$ cat src/rtl/seq_pkg.sv
// seq_pkg: FSM state encoding and default parameters shared by the sample_sequencer slice.
package seq_pkg;
    typedef enum logic [2:0] {IDLE, PRIME, RUN, DRAIN, DONE} seq_state_e;
    localparam int ADDR_W_DEF        = 4;
    localparam int DEPTH_DEF         = 16;
    localparam int SAMPLE_CYCLES_DEF = 8;
    localparam int BRAM_LAT_DEF      = 1;
    localparam int PIPE_LAT_DEF      = 4;
    function automatic int max3(input int a, input int b, input int c);
        return (a > b) ? ((a > c) ? a : c) : ((b > c) ? b : c);
    endfunction
endpackage

$ cat src/rtl/seq_timer.sv
// seq_timer: loadable down-counter that stops at zero; zero_o flags the last cycle of an interval.
module seq_timer #(
    parameter int W = 4
) (
    input  logic         CLK100MHZ,
    input  logic         reset,
    input  logic         load_i,
    input  logic [W-1:0] load_val_i,
    output logic         zero_o
);
    logic [W-1:0] cnt_q, cnt_d;
    always_comb cnt_d = load_i ? load_val_i : (cnt_q != '0) ? cnt_q - 1'b1 : cnt_q;
    always_ff @(posedge CLK100MHZ) cnt_q <= reset ? '0 : cnt_d;
    assign zero_o = cnt_q == '0;
endmodule

$ cat src/rtl/sample_sequencer.sv
// sample_sequencer: steps BRAM samples out to the encoder at a fixed cadence, then flushes the pipeline.
// Define SEQ_LOOP_EN to add the loop_mode input for endless wrap-around playback.
module sample_sequencer
    import seq_pkg::*;
#(
    parameter int ADDR_W        = ADDR_W_DEF,
    parameter int DEPTH         = DEPTH_DEF,
    parameter int SAMPLE_CYCLES = SAMPLE_CYCLES_DEF,
    parameter int BRAM_LAT      = BRAM_LAT_DEF,
    parameter int PIPE_LAT      = PIPE_LAT_DEF
) (
    input  logic              CLK100MHZ,
    input  logic              reset,
    input  logic              start,
    input  logic              abort,
`ifdef SEQ_LOOP_EN
    input  logic              loop_mode,
`endif
    output logic              bram_en,
    output logic [ADDR_W-1:0] bram_addr,
    output logic              sample_load,
    output logic [ADDR_W-1:0] sample_idx,
    output logic              pipe_en,
    output logic              busy,
    output logic              done
);
    localparam int CNT_W = $clog2(DEPTH + 1);
    localparam int TMR_W = $clog2(max3(SAMPLE_CYCLES, BRAM_LAT, PIPE_LAT) + 1);
    localparam logic [CNT_W-1:0] LAST = CNT_W'(DEPTH);

    seq_state_e state_q, state_d;
    logic start_q, start_prev_q, start_arm_q, rise, loop_en;
    logic [CNT_W-1:0] cnt_q, cnt_d;
    logic [ADDR_W-1:0] addr_q, addr_d, idx_q, idx_d;
    logic load_q, load_d;
    logic tmr_load, tmr_zero;
    logic [TMR_W-1:0] tmr_val;

`ifdef SEQ_LOOP_EN
    assign loop_en = loop_mode;
`else
    assign loop_en = 1'b0;
`endif

    // arm only after start has been seen low, so a level held through reset cannot launch a run
    assign rise = start_q & ~start_prev_q & start_arm_q;

    seq_timer #(.W(TMR_W)) u_timer (
        .CLK100MHZ  (CLK100MHZ),
        .reset      (reset),
        .load_i     (tmr_load),
        .load_val_i (tmr_val),
        .zero_o     (tmr_zero)
    );

    always_ff @(posedge CLK100MHZ) begin
        if (reset) begin
            state_q      <= IDLE;
            start_q      <= 1'b0;
            start_prev_q <= 1'b0;
            start_arm_q  <= 1'b0;
            cnt_q        <= '0;
            addr_q       <= '0;
            idx_q        <= '0;
            load_q       <= 1'b0;
        end else begin
            state_q      <= state_d;
            start_q      <= start;
            start_prev_q <= start_q;
            start_arm_q  <= start_arm_q | ~start;
            cnt_q        <= cnt_d;
            addr_q       <= addr_d;
            idx_q        <= idx_d;
            load_q       <= load_d;
        end
    end

    always_comb begin
        state_d  = state_q;
        tmr_load = 1'b0;
        tmr_val  = '0;
        load_d   = 1'b0;
        if (state_q != IDLE && abort) begin
            state_d = IDLE;
        end else begin
            case (state_q)
                IDLE: if (rise && !abort) begin
                    state_d  = PRIME;
                    tmr_load = 1'b1;
                    tmr_val  = TMR_W'(BRAM_LAT - 1);
                end
                PRIME: if (tmr_zero) begin
                    state_d  = RUN;
                    tmr_load = 1'b1;
                    tmr_val  = TMR_W'(SAMPLE_CYCLES - 1);
                    load_d   = 1'b1;
                end
                RUN: if (tmr_zero) begin
                    tmr_load = 1'b1;
                    if (cnt_q == LAST && !loop_en) begin
                        state_d = DRAIN;
                        tmr_val = TMR_W'(PIPE_LAT - 1);
                    end else begin
                        tmr_val = TMR_W'(SAMPLE_CYCLES - 1);
                        load_d  = 1'b1;
                    end
                end
                DRAIN: if (tmr_zero) state_d = DONE;
                default: state_d = IDLE;
            endcase
        end
    end

    // in loop mode the sample after the DEPTH-th restarts at address 0 and count 1
    always_comb begin
        cnt_d  = (state_d == IDLE) ? '0 : !load_d ? cnt_q : (cnt_q == LAST) ? CNT_W'(1) : cnt_q + 1'b1;
        addr_d = (state_d == IDLE) ? '0 : !load_d ? addr_q : (loop_en && cnt_q == LAST - 1'b1) ? '0 : addr_q + 1'b1;
        idx_d  = (state_d == IDLE) ? '0 : load_d ? addr_q : idx_q;
        bram_en     = state_q == PRIME || (state_q == RUN && (loop_en || cnt_q != LAST || load_q));
        bram_addr   = addr_q;
        sample_load = load_q;
        sample_idx  = idx_q;
        pipe_en     = state_q == RUN || state_q == DRAIN;
        busy        = state_q != IDLE;
        done        = state_q == DONE;
    end
endmodule

$ cat config.mk
export PLATFORM = sky130hd
export DESIGN_NAME = sample_sequencer
export DESIGN_NICKNAME = d
export VERILOG_FILES = /design/src/rtl/seq_pkg.sv /design/src/rtl/seq_timer.sv /design/src/rtl/sample_sequencer.sv
export SDC_FILE = /design/constraint.sdc
export NUM_CORES = 1
export LEC_CHECK = 0
export BUFFER_PORTS_ARGS = -buffer_cell sky130_fd_sc_hd__buf_2
export CAP_MARGIN = 20
export CORE_MARGIN = 4
export CORE_UTILIZATION = 45
export DETAILED_ROUTE_END_ITERATION = 7
export PLACE_DENSITY = 0.64
export SLEW_MARGIN = 0
export SYNTH_ARGS = -nofsm -noshare
export SYNTH_HDL_FRONTEND = slang
export SYNTH_SLANG_ARGS = --single-unit
$ cat constraint.sdc
create_clock -name CLK100MHZ -period 1.9 [get_ports CLK100MHZ]
set_input_delay 0.38 -clock CLK100MHZ [delete_from_list [all_inputs] [get_ports CLK100MHZ]]
set_output_delay 0.38 -clock CLK100MHZ [all_outputs]
set_load 0.005 [all_outputs]
# Word level (Yosys, flattened, before mapping)
# Index checks and enable logic that the tools add are counted.
# classes
addsub	3
n_eq_ne	6
n_mux	23
n_bitwise	5
n_reduce_logical	15
# op_table
op	n
$mux 3	10
$pmux 3 s4	1
$mux 4	2
$eq 3x2->1 const B	2
$logic_not 3->1	2
$mux 1	6
$pmux 3 s2	1
$add 5x1->5 const B	1
$eq 5x5->1 const B	1
$mux 5	1
$ne 5x5->1 const B	1
$add 4x1->4 const B	1
$logic_not 4->1	1
$pmux 1 s2	2
$reduce_bool 4->1	1
$reduce_or 2->1	2
$sub 4x1->4 const B	1
$eq 3x1->1 const B	1
$eq 3x3->1 const B	1
$logic_and 1x1->1	3
$logic_or 1x1->1	3
$reduce_bool 3->1	1
$and 1x1->1	2
$not 1->1	2
other kinds (3)	3
# totals
ff_bits	24
output_inout_bits	13
wordCells	61

# Longest topological paths before layout
# Gate-level depths: netlist (run 1).
# depth
ltp_word	9
ltp_mapped	7
mapped_depth_nobuf	6

# By module
# Synthesis (run 1) repeated with hierarchy kept, for this count alone.
# unflattened
hier_cells	136
hier_area_um2	1273.7
# by_module_without_submodules
module	instances	cells_per_inst	area_per_inst_um2
sample_sequencer	1	107	1041.0
seq_timer	1	29	232.7

# Worst setup path after synthesis (run 1)
# OpenSTA, ideal clock, no wires.
# synth_timing
kind	reg-to-reg
startpoint	reg u_timer.cnt_q[0]
endpoint	reg cnt_q[2]
setup_ns	0.086
arrival_ns	1.645
setup_slack_ns	0.169
path_stages_with_launch	7
path_buffers	0
path_cell_list	dfxtp_1 -> inv_1 -> ha_1 -> nor3b_4 -> nand2_2 -> or4_1 -> a211oi_1
# synth_via
elab_chain_len	6
word_cells_on_any_way	12
classes_between	mux: 9; reduce/logical: 3
# synth_rtl
item	line_no	rtl
start, declared	seq_timer.sv:11	logic [W-1:0] cnt_q, cnt_d;
start signal, assigned	seq_timer.sv:13	always_ff @(posedge CLK100MHZ) cnt_q <= reset ? '0 : cnt_d;
$logic_not 4->1 (*)	seq_timer.sv:14	assign zero_o = cnt_q == '0;
$mux 3, on equally long branches	sample_sequencer.sv:108, sample_sequencer.sv:92, sample_sequencer.sv:98	
$pmux 3 s4	sample_sequencer.sv:86	case (state_q)
$mux 3	sample_sequencer.sv:83	if (state_q != IDLE && abort) begin
$logic_not 3->1	sample_sequencer.sv:116	cnt_d = (state_d == IDLE) ? '0 : !load_d ? cnt_q : (cnt_q == LAST) ? CNT_W'(1) : cnt_q + 1'b1;
$reduce_or 2->1 (no line)	-	
end signal, assigned	sample_sequencer.sv:71	cnt_q <= cnt_d;
end, declared	sample_sequencer.sv:33	logic [CNT_W-1:0] cnt_q, cnt_d;
# Mark *: on every way between the ends. The rest lies on a longest branch, timed or not.
# A chain may end at the register's enable or synchronous reset.

# Final worst setup path (run 1)
# layout_timing
startpoint	reg state_q[1]
endpoint	out busy
# layout_via
elab_chain_len	1
# layout_rtl
item	line_no	rtl
start, declared	sample_sequencer.sv:31	seq_state_e state_q, state_d;
start signal, assigned	sample_sequencer.sv:67	state_q <= state_d;
$reduce_bool 3->1	sample_sequencer.sv:124	busy = state_q != IDLE;
end, declared	sample_sequencer.sv:24	output logic busy,
# No other way between the ends.

==> results of run 1 <==
synth_stat cells (3+ instances only):
cell type  instances
nor4_1             3
ha_1               4
clkbuf_8           3
o31ai_1            3
or3_1              3
dfxtp_1           24
inv_1              8
nand2_1            6
nand3_1            9
or4_1              3
nor2b_1            4
nor3_1             4
xnor2_1            4
nor2_1             6
o21ai_0           13
a211oi_1           3
a21oi_1           13
registers in the layout, summed over array words and instances, names as in the netlist:
register	flops
state_q	3
bram_addr	4
start_prev_q	1
start_q	1
start_arm_q	1
sample_idx	4
u_timer.cnt_q	4
sample_load	1
cnt_q	5
critical path: stages, from the launching register on:
cell and delay, ns:
dfxtp_1 0.38, buf_4 0.19, or3_1 0.40, buf_2 0.14
through the flow:
step | worst slack [ns] | instances | utilization [%]
finish | 0.0745 | 198 | 55.2
global route | -0.00486 | 198 | 55.2
CTS | 0.0118 | 197 | 52.9
detailed placement | 0.0354 | 193 | 51.5
global placement | 0.101 | 193 | 51.5
floorplan | 0.169 | 143 | -
layer usage:
layer	up-vias	track usage, %	routed length [um]
met2	23	29.2	1410
li1	575	-	-
met5	-	0	0
met1	552	22.3	1270
met4	0	5.88	36
met3	4	5.45	138
what timing repair did:
item                       CTS  global route
gates resized for setup      3            11
pin swaps                    1             2
setup endpoints to repair    1            11
hold buffers                 0             0
setup buffers                1             1
final timing paths:
| path | start | end | slack [ns] | cells after the start |
|---|---|---|---|---|
| worst min register to register | sample_idx[3] | sample_idx[3] | 0.49 | 2 |
| worst max-delay path | state_q[1] | busy | 0.07 | 3 |
| worst max register to register | u_timer.cnt_q[1] | cnt_q[2] | 0.15 | 6 |
| worst min-delay path | start | start_arm_q | 0.22 | 2 |
layout make-up:
class | count | area (um^2) | area share, %
Clock buffer | 4 | 36.3 | 2.40
Tap cell | 31 | 38.8 | 2.57
Timing Repair Buffer | 26 | 155 | 10.3
Inverter | 8 | 30.0 | 1.99
Sequential cell | 24 | 483 | 32.0
Multi-Input combinational cell | 105 | 766 | 50.7
logic make-up after synthesis:
| family | Yosys count |
|---|---|
| adder cells (fa/ha/maj) | 4 |
| flip-flops | 24 |
| AND/OR/NAND/NOR | 54 |
| AO/OA/AOI/OAI | 43 |
| XOR/XNOR | 4 |
| buffers and inverters | 14 |
report_power, final:
part           total, mW  switching (mW)  internal (mW)
logic              0.577           0.286          0.291
registers          0.604          0.0547          0.549
clock network      0.282           0.164          0.117
total               1.46           0.505          0.957
==> impl_metrics.env, run 1 <==
export IMPL_synth_xor_xnor_area_share_pct=2.75
export IMPL_crit_type="reg -> out"
export IMPL_final_nets=176
export IMPL_synthCells=143
export IMPL_routed_wl_um=2860
export IMPL_final_cell_mix="dfxtp_1 (22), buf_2 (16), a21oi_1 (12)"
export IMPL_final_antenna_net_count=0
export IMPL_grt_pass1_wl_um=5060
export IMPL_tns_ns=0
export IMPL_synth_simple_area_share_pct=28.6
export IMPL_synthAdderAreaFrac_pct=3.93
export IMPL_antenna_cells=0
export IMPL_peakVddDrop_mv=0.883
export IMPL_vias_per_cell=5.83
export IMPL_hold_violations=0
export IMPL_cp_required_ns=1.52
export IMPL_clockBufferDepth=2
export IMPL_clock_root_buffer="clkbuf_4"
export IMPL_ys_seq_area_share_pct=37.7
export IMPL_grt_usage_pct=17.8
export IMPL_post_route_period_util_pct=96.1
export IMPL_finalSetupViolCount=0
export IMPL_grt_pass1_vias=1125
export IMPL_rows=19
export IMPL_initial_core_util_pct=46.6
export IMPL_max_cap_viol_count=0
export IMPL_detail_route_iter0_violations=99
export IMPL_vias=1154
export IMPL_fmax_mhz=548
export IMPL_syn_to_final_growth_pct=18.4
export IMPL_synth_cell_types=43
export IMPL_synth_area_leaders="dfxtp_1 (38%), a21oi_1 (5.1%), o21ai_0 (5.1%)"
export IMPL_power_density_nw_per_um2=969
export IMPL_clock_skew_final_ns=0.0117
export IMPL_ys_ff_latch=24
export IMPL_place_hpwl_um=2120
export IMPL_synth_edf_count=0
export IMPL_dpl_instance_area_um2=1410
export IMPL_synth_warnings=0
export IMPL_clock_sinks=24
export IMPL_htree_levels=1
export IMPL_cts_buffers=3
export IMPL_dieArea_um2=3750
export IMPL_arrival_ns=1.45
export IMPL_grt_max_degree=15
export IMPL_clkTransAtPathRegs_ns=0.14
export IMPL_ys_flop_type="dfxtp_1"
export IMPL_worstPathMaxFanout=13
export IMPL_drt_pre_antenna_iters=4
export IMPL_io_buffers=16
export IMPL_slew_headroom_pct=66.9
export IMPL_layout_commonest_cell="dfxtp_1"
export IMPL_worst_slew_pin_slew_ns=0.493
export IMPL_p_leak_nw=0.552
export IMPL_synthArstFlopShare_pct=0
export IMPL_synth_compound_area_share_pct=20.5
export IMPL_holdWs_ns=0.217
export IMPL_drc=0
export IMPL_clk_latency_ns=0.33
export IMPL_dieWidth_um=61.2
export IMPL_power_mw=1.46
export IMPL_synth_top_area_share_pct=37.7
export IMPL_finalMaxSlewViolations=0
export IMPL_fillCellCount=252
export IMPL_die_h_um=61.2
export IMPL_start_kind="flip-flop"
export IMPL_io_pins=17
export IMPL_netlist_area_um2=1270
export IMPL_wl_per_cell_um=14.4
export IMPL_final_area_um2=1510
export IMPL_drive_above_1_share_pct=29.9
export IMPL_synth_top_family_by_area="simple AND/OR/NAND/NOR gates"
export IMPL_cts_tree="built"
export IMPL_yosysTopAreaCell="dfxtp_1"
export IMPL_gp_congestion=0.872
export IMPL_status="finished clean"
export IMPL_antenna_found_initial=0
export IMPL_syn_num_nets=151
export IMPL_grt_overflow_total=0
export IMPL_critPathCaptureType="output port"
export IMPL_coreArea_um2=2730
export IMPL_synth_mux_area_share_pct=0
export IMPL_period_needed_ns=1.83
export IMPL_syn_avg_cell_area_um2=8.92
export IMPL_hold_class="in -> reg"
Note: power is estimated with default switching activity, not from simulation.
==> run 2: changes to the inputs <==
ABC_AREA = 1   (was not set)
PLACE_DENSITY = 0.63   (was 0.64)
==> impl_metrics.env, run 2 <==
export IMPL_status="finished clean"
export IMPL_setup_slack_ns=0.0944
export IMPL_grt_pass1_wl_um=4720
export IMPL_syn_to_final_growth_pct=11.8
export IMPL_synth_edf_count=0
export IMPL_drive_above_1_share_pct=25.3
export IMPL_gp_congestion=0.899
export IMPL_rows=19
export IMPL_hold_violations=0
export IMPL_finalSetupViolCount=0
export IMPL_grt_pass1_vias=1147
export IMPL_synth_cell_types=24
export IMPL_power_mw=1.24
export IMPL_cp_slowest_cell="dfxtp_4"
export IMPL_p_leak_nw=0.920
export IMPL_synth_area_leaders="dfxtp_1 (35%), nand2_1 (15%), inv_1 (8.4%)"
export IMPL_cp_slowest_stage_delay_ns=0.38
export IMPL_wl_per_cell_um=11.2
export IMPL_clock_skew_final_ns=0.00371
export IMPL_clkTransAtPathRegs_ns=0.13
export IMPL_arrival_ns=1.43
export IMPL_path_cells="inv_2 -> ha_2 -> nand2_2 -> inv_2 -> nand2_4 -> o21ai_2 -> nand2_1 -> buf_2"
export IMPL_regMostFlops="cnt_q"
export IMPL_vias=1237
export IMPL_final_antenna_net_count=0
export IMPL_cp_required_ns=1.52
export IMPL_worstPathMaxFanout=5
export IMPL_drt_pre_antenna_iters=4
export IMPL_final_nets=226
export IMPL_synth_warnings=0
export IMPL_clock_root_buffer="clkbuf_4"
export IMPL_synth_common_cells="nand2_1 (54), inv_1 (31), dfxtp_1 (24)"
export IMPL_synthCells=198
export IMPL_crit_type="reg -> out"
export IMPL_io_pins=17
export IMPL_critPathCaptureType="output port"
export IMPL_path_delay_family="flip-flops"
export IMPL_htree_levels=1
export IMPL_final_instance_count_excl_fill=248
export IMPL_synth_top_area_share_pct=34.8
export IMPL_grt_usage_pct=14.2
export IMPL_yosysMostFrequentCell="nand2_1"
export IMPL_tns_ns=0
export IMPL_vias_per_cell=4.99
export IMPL_clockBufferDepth=2
export IMPL_ys_flop_type="dfxtp_1"
export IMPL_largest_reg_flops=5
export IMPL_peakVddDrop_mv=0.519
export IMPL_layout_commonest_cell="nand2_1"
export IMPL_fmax_mhz=554
export IMPL_worstPathBufferInverterCount=3
export IMPL_dp_slack_ns=0.200
export IMPL_dieWidth_um=63.4
export IMPL_max_cap_viol_count=0
export IMPL_antenna_found_initial=0
export IMPL_antenna_cells=0
export IMPL_grt_max_degree=18
export IMPL_slew_headroom_pct=83.2
export IMPL_coreArea_um2=2850
export IMPL_ys_ff_latch=24
export IMPL_dieArea_um2=4010
export IMPL_critical_path_most_common_cell="inv_2"
export IMPL_final_cell_mix="nand2_1 (52), inv_1 (29), nand3_1 (22), dfxtp_1 (22)"
export IMPL_dp_cells=240
export IMPL_cts_buffers=3
export IMPL_post_route_period_util_pct=95.0
export IMPL_syn_avg_cell_area_um2=6.96
export IMPL_place_hpwl_um=1970
export IMPL_power_density_nw_per_um2=802
export IMPL_period_needed_ns=1.81
export IMPL_grt_overflow_total=0
export IMPL_detail_route_iter0_violations=65
export IMPL_ys_seq_area_share_pct=34.8
export IMPL_hold_class="in -> reg"
export IMPL_io_buffers=16
export IMPL_worst_slew_pin_slew_ns=0.252
export IMPL_start_kind="flip-flop"
export IMPL_synthArstFlopShare_pct=0
export IMPL_hold_buffers=0
export IMPL_initial_core_util_pct=48.3
export IMPL_drc=0
export IMPL_cts_tree="built"
export IMPL_netlist_area_um2=1380
export IMPL_finalMaxSlewViolations=0
export IMPL_clock_sinks=24
export IMPL_die_h_um=63.4
export IMPL_clk_latency_ns=0.31
export IMPL_yosysTopAreaCell="dfxtp_1"
export IMPL_routed_wl_um=2780
export IMPL_syn_num_nets=206
## run 2: where the power goes
part | switching (mW) | internal (mW) | total, mW
sequential | 0.0230 | 0.539 | 0.562
clock | 0.152 | 0.117 | 0.269
combinational | 0.236 | 0.170 | 0.406
total | 0.411 | 0.826 | 1.24
## run 2: cell families after synthesis
kind of cell             synth area share, %
flip-flops                              34.8
AO/OA/AOI/OAI                           2.45
buffers and inverters                   13.2
XOR/XNOR                                3.81
AND/OR/NAND/NOR                         42.0
adder cells (fa/ha/maj)                 3.63
## run 2: final cells by class
class | count | area (um^2)
repair buffers | 20 | 110
multi-input cells | 132 | 732
inverters | 37 | 139
fillers | 301 | 1310
clock buffers | 4 | 36.3
flip-flops and latches | 24 | 485
well taps | 31 | 38.8
## run 2: final timing paths
check	slack [ns]	endpoint	cells past startpoint	from
max	0.09	bram_en	8	cnt_q[0]
min	0.28	start_q	3	start
max reg2reg	0.17	bram_addr[1]	9	u_timer.cnt_q[0]
min reg2reg	0.43	start_prev_q	2	start_q
## run 2: metrics by stage
step | util [%] | hold slack (ns) | cell area [um^2]
after floorplan | - | 0.404 | 1380
after global placement | 51.0 | 0.409 | 1450
after detailed placement | 51.0 | 0.415 | 1450
after CTS | 52.3 | 0.273 | 1490
after global routing | 54.0 | 0.292 | 1540
final | 54.0 | 0.279 | 1540
## run 2: worst min-delay path, delay by kind of cell
kind	cells	cell delay (ns)
simple gates	1	0.07
buf+inv	2	0.11
## run 2: repair_timing
item | 4_1_cts | 5_1_grt
setup endpoints to repair | 1 | 2
pin swaps | 0 | 2
gates resized for setup | 1 | 10
hold endpoints to repair | 0 | 0
buffers inserted | 0 | 4
## run 2: routing by layer
metal / GRT usage [%] / routed length, um / vias to the layer above
met2: 23.3 / 1310 / 20
li1: - / - / 641
met5: 0 / 0 / -
met4: 5.93 / 59 / 0
met1: 18.0 / 1340 / 570
met3: 2.84 / 70 / 6
